**config.mk**
```make
export PLATFORM = sky130hd
export DESIGN_NAME = demux1to2_31_buffered
export DESIGN_NICKNAME = d
export VERILOG_FILES = /design/src/rtl/demux1to2_31_buffered.sv
export SDC_FILE = /design/constraint.sdc
export NUM_CORES = 1
export LEC_CHECK = 0
export ABC_AREA = 1
export ABC_CLOCK_PERIOD_IN_PS = 5500
export BUFFER_PORTS_ARGS = -buffer_cell sky130_fd_sc_hd__clkbuf_2
export CAP_MARGIN = 40
export CORE_MARGIN = 8
export CORE_UTILIZATION = 45
export CTS_BUF_LIST = sky130_fd_sc_hd__clkbuf_4
export DETAILED_ROUTE_END_ITERATION = 10
export GPL_ROUTABILITY_DRIVEN = 0
export PLACE_DENSITY = 0.65
export SKIP_LAST_GASP = 1
export SYNTH_ARGS = -nofsm -noshare
export SYNTH_HDL_FRONTEND = slang
export SYNTH_SLANG_ARGS = --single-unit
export TNS_END_PERCENT = 1
```
**constraint.sdc**
```tcl
create_clock -name clk -period 5.5 [get_ports clk]
set_input_delay 0.55 -clock clk [delete_from_list [all_inputs] [get_ports clk]]
set_output_delay 0.55 -clock clk [all_outputs]
set_load 0.03 [all_outputs]
```
**src/rtl/demux1to2_31_buffered.sv**
```systemverilog
// demux1to2_31_buffered
//
// Buffered 1-to-2 demultiplexer. A single producer sends a WIDTH-bit word
// together with a per-word select bit. The word is written into one of two
// independent lane FIFOs, each holding DEPTH entries. Each lane drains to its
// own consumer through a valid/ready handshake. A stalled consumer only
// blocks its own lane.
//
// Ports:
//   clk         rising-edge clock for all state
//   reset       synchronous, active-high reset (empties both lanes)
//   in_data     word to distribute
//   in_select   destination lane (0 -> lane 0, 1 -> lane 1)
//   in_valid    producer has a word
//   in_ready    selected lane has room (registered counts only, 0 in reset)
//   out0_data   head of lane 0 (0 when lane 0 is empty)
//   out0_valid  lane 0 non-empty
//   out0_ready  lane 0 consumer accepts
//   out1_data   head of lane 1 (0 when lane 1 is empty)
//   out1_valid  lane 1 non-empty
//   out1_ready  lane 1 consumer accepts
//   count0      lane 0 occupancy, 0..DEPTH
//   count1      lane 1 occupancy, 0..DEPTH

module demux1to2_31_buffered #(
    parameter int WIDTH = 32,
    parameter int DEPTH = 2,
    parameter int PTR_W = 1
) (
    input  logic             clk,
    input  logic             reset,
    input  logic [WIDTH-1:0] in_data,
    input  logic             in_select,
    input  logic             in_valid,
    output logic             in_ready,
    output logic [WIDTH-1:0] out0_data,
    output logic             out0_valid,
    input  logic             out0_ready,
    output logic [WIDTH-1:0] out1_data,
    output logic             out1_valid,
    input  logic             out1_ready,
    output logic [PTR_W:0]   count0,
    output logic [PTR_W:0]   count1
);

    localparam logic [PTR_W:0] FULL_COUNT = (PTR_W + 1)'(DEPTH);

    logic [WIDTH-1:0] mem    [2][DEPTH];
    logic [PTR_W-1:0] wr_ptr [2];
    logic [PTR_W-1:0] rd_ptr [2];
    logic [PTR_W:0]   count  [2];

    logic [1:0] lane_full;
    logic [1:0] lane_valid;
    logic [1:0] push;
    logic [1:0] pop;

    // in_ready looks only at the select bit and the registered counts. It
    // never looks at the consumer ready inputs. As a result, a full lane
    // refuses a push even in a cycle where it is also popping.
    always_comb begin
        lane_full  = '0;
        lane_valid = '0;
        push       = '0;
        pop        = '0;

        lane_full[0]  = (count[0] == FULL_COUNT);
        lane_full[1]  = (count[1] == FULL_COUNT);
        lane_valid[0] = (count[0] != '0);
        lane_valid[1] = (count[1] != '0);

        in_ready = !reset && (in_select ? !lane_full[1] : !lane_full[0]);

        push[0] = in_valid && in_ready && !in_select;
        push[1] = in_valid && in_ready &&  in_select;
        pop[0]  = lane_valid[0] && out0_ready;
        pop[1]  = lane_valid[1] && out1_ready;
    end

    // The pointers wrap naturally because DEPTH == 2**PTR_W. The count is
    // what tells a full lane apart from an empty one.
    always_ff @(posedge clk) begin
        if (reset) begin
            for (int i = 0; i < 2; i++) begin
                wr_ptr[i] <= '0;
                rd_ptr[i] <= '0;
                count[i]  <= '0;
            end
        end else begin
            for (int i = 0; i < 2; i++) begin
                if (push[i]) begin
                    wr_ptr[i] <= wr_ptr[i] + PTR_W'(1);
                end
                if (pop[i]) begin
                    rd_ptr[i] <= rd_ptr[i] + PTR_W'(1);
                end
                case ({push[i], pop[i]})
                    2'b10:   count[i] <= count[i] + (PTR_W + 1)'(1);
                    2'b01:   count[i] <= count[i] - (PTR_W + 1)'(1);
                    default: count[i] <= count[i];
                endcase
            end
        end
    end

    // Storage is not reset. Stale entries are hidden by masking the outputs
    // with the lane-valid flags.
    always_ff @(posedge clk) begin
        for (int i = 0; i < 2; i++) begin
            if (push[i] && !reset) begin
                mem[i][wr_ptr[i]] <= in_data;
            end
        end
    end

    assign out0_valid = lane_valid[0];
    assign out1_valid = lane_valid[1];
    assign out0_data  = lane_valid[0] ? mem[0][rd_ptr[0]] : '0;
    assign out1_data  = lane_valid[1] ? mem[1][rd_ptr[1]] : '0;
    assign count0     = count[0];
    assign count1     = count[1];

endmodule

```
==> reports/results.tsv <==
metric	value	unit
initial_core_util	45.6	%
final_cell_mix	136 x edfxtp_1, 108 x clkbuf_2, 79 x nand2_1, 71 x nor2_1, 35 x a21oi_1	
outcome	completed	
wl_met1	5000	µm
cp_top_family	buffers and inverters	
synth-seq-cells	136	
slew_headroom	57.0	%
cp_num_buf_inv	3	
clk_latency	500	ps
grt_usage	15.3	%
antenna_found_initial	1	
nets	577	
num_rows	40	
drc	0	
grt_start_max_net_pins	35	
synthDistinctLibCells	23	
layout-drive-gt1-share	29.2	%
p_comb_share	23.1	%
syn-num-nets	462	
syn_inst	418	
cts_root_buffer	clkbuf_4	
grt_pass1_vias	3518	
arrival	2280	ps
wl	11800	µm
path_cells	inv_1 -> buf_16 -> nor2_1 -> nor2_1 -> clkbuf_2	
ys_seq_area_share	75.5	%
cp.depth	5	
drv_cap	0	
pin_count	109	
layout_commonest_cell	edfxtp_1	
power_frac_seq	52.1	%
fmax	354	MHz
num_vias	3422	
max_stage_delay	610	ps
cts_buffers	17	
die_x	126	µm
clkPwrFrac	24.8	%
worstPathRequired	4950	ps
core-area	11900	µm²
grt_pass1_wl	18600	µm
portBuffers	108	
tritoncts	done	
netSwitchingFraction	33.1	%
maxUsedRoutingLayer	met4	
hold_path_class	primary input to flip-flop	
clockBufferDepth	2	
p_total	0.00228	W
place_hpwl	8090	µm
ctsHtreeMaxLevel	4	
setup.worst_path.class	flip-flop to output port	
drtPass1Iterations	4	
hold_viol	0	
fin_crit_sh	51.4	%
syn_area	5410	µm²
ctsResizeCount	0	
start_kind	flip-flop	
internal_power	0.00153	W
worstHoldPathCells	1	
rsz0062_at_grt	false	
drtIter0Drc	162	
endpoint_kind	output port	
finalSetupViolCount	0	
p_per_area	354	nW/µm²
die_h	126	µm
tightestPinTransition	644	ps
yosysWarnings	0	
postSynthAreaPerCell	12.9	µm²
crit_slowest_cell	edfxtp_1	
hold_buffers	0	
wl_met3	866	µm
path_max_fanout	22	
p_leak	2.52	nW
fin_setup_tns	0	ps
clk_pin_slew	110	ps
maxSlewViolCount	0	
ant_nets	0	
cpMostUsedCell	nor2_1	
viasPerCell	4.94	
ir_drop	136	µV
grt-ovfl-total	0	
skew	14.9	ps
cts_sinks	136	
wl_met2	5830	µm
drt-wirelength-per-cell	17.1	µm
worstRegToRegCells	7	
post_cts_buffers	0	
die-area	15800	µm²
p_switching	0.000757	W
area_delta_synth_final	19.3	%
min_period	2830	ps
## final timing paths
kind	end	slack, ps	startpoint
max	out1_data[31]	2670	rd_ptr[0][1]$_SDFFCE_PN0P_
min	mem[0][87]$_DFFE_PP_	270	in_data[23]
max reg2reg	count[1][1]$_DFFE_PP_	3280	count[1][0]$_DFFE_PP_
min reg2reg	count[1][0]$_DFFE_PP_	590	count[1][0]$_DFFE_PP_
## kinds of logic after synthesis
group                      share of synthesized area (%)
adders and majority gates                           1.39
and+or+nand+nor                                     12.2
AOI/OAI and AO/OA                                   7.01
buffers and inverters                               3.91
DFF                                                 75.5
## metal layers
layer,vias up,GRT usage (%)
met2,103,24.9
met4,0,6.45
met5,-,0
li1,1688,-
met3,10,5.23
met1,1621,18.2
## through the flow
step | instances | util (%) | setup slack (ps) | area, µm² | hold slack (ps)
final | 693 | 54.4 | 2670 | 6450 | 267
after global routing | 693 | 54.4 | 2470 | 6450 | 207
after CTS | 692 | 54.4 | 2610 | 6450 | 212
after detailed placement | 661 | 52.4 | 2990 | 6210 | 583
after global placement | 654 | 50.9 | 2590 | 6030 | 571
after floorplan | 418 | - | 2510 | 5410 | 551
## final cells by class
type                       instances  area, µm²
fill                            1019       5410
sequential                       136       4080
multi-input combinational        242       1140
timing repair buffer             116        728
tap                              147        184
clock buffer                      17        128
clock inverter                    14        110
inverter                          20       75.1
antenna                            1       2.50
## synthesized netlist by cell type
master / count / area, µm²
clkbuf_2: 2 / 10.0
nand3_2: 1 / 10.0
o21ai_1: 2 / 10.0
clkbuf_1: 2 / 7.51
nand4_1: 1 / 6.26
edfxtp_1: 136 / 4080
nor2_4: 2 / 22.5
a21oi_4: 1 / 16.3
nand3_1: 2 / 10.0
nand4_4: 1 / 21.3
buf_4: 8 / 60.1
inv_1: 16 / 60.1
o21a_1: 1 / 7.51
inv_2: 4 / 15.0
nand2_1: 79 / 297
o21ai_0: 34 / 170
buf_6: 3 / 33.8
nand2_2: 1 / 6.26
a21oi_1: 35 / 175
buf_2: 5 / 25.0
ha_1: 6 / 75.1
nor3_1: 1 / 5.00
nor2_1: 75 / 282
## flip-flops by register name, indices dropped and copies added, names as in the netlist
register  cells
mem         128
wr_ptr        2
rd_ptr        2
count         4
## power groups by stage
stage / combinational (W) / sequential, W / clock (W)
floorplan: 0.000351 / 0.00122 / 0
global placement: 0.000501 / 0.00122 / 0
detailed placement: 0.000535 / 0.00121 / 0
CTS: 0.000536 / 0.00119 / 0.000583
global route: 0.000572 / 0.00119 / 0.000620
finish: 0.000528 / 0.00119 / 0.000566
(Power assumes the default switching activity.)
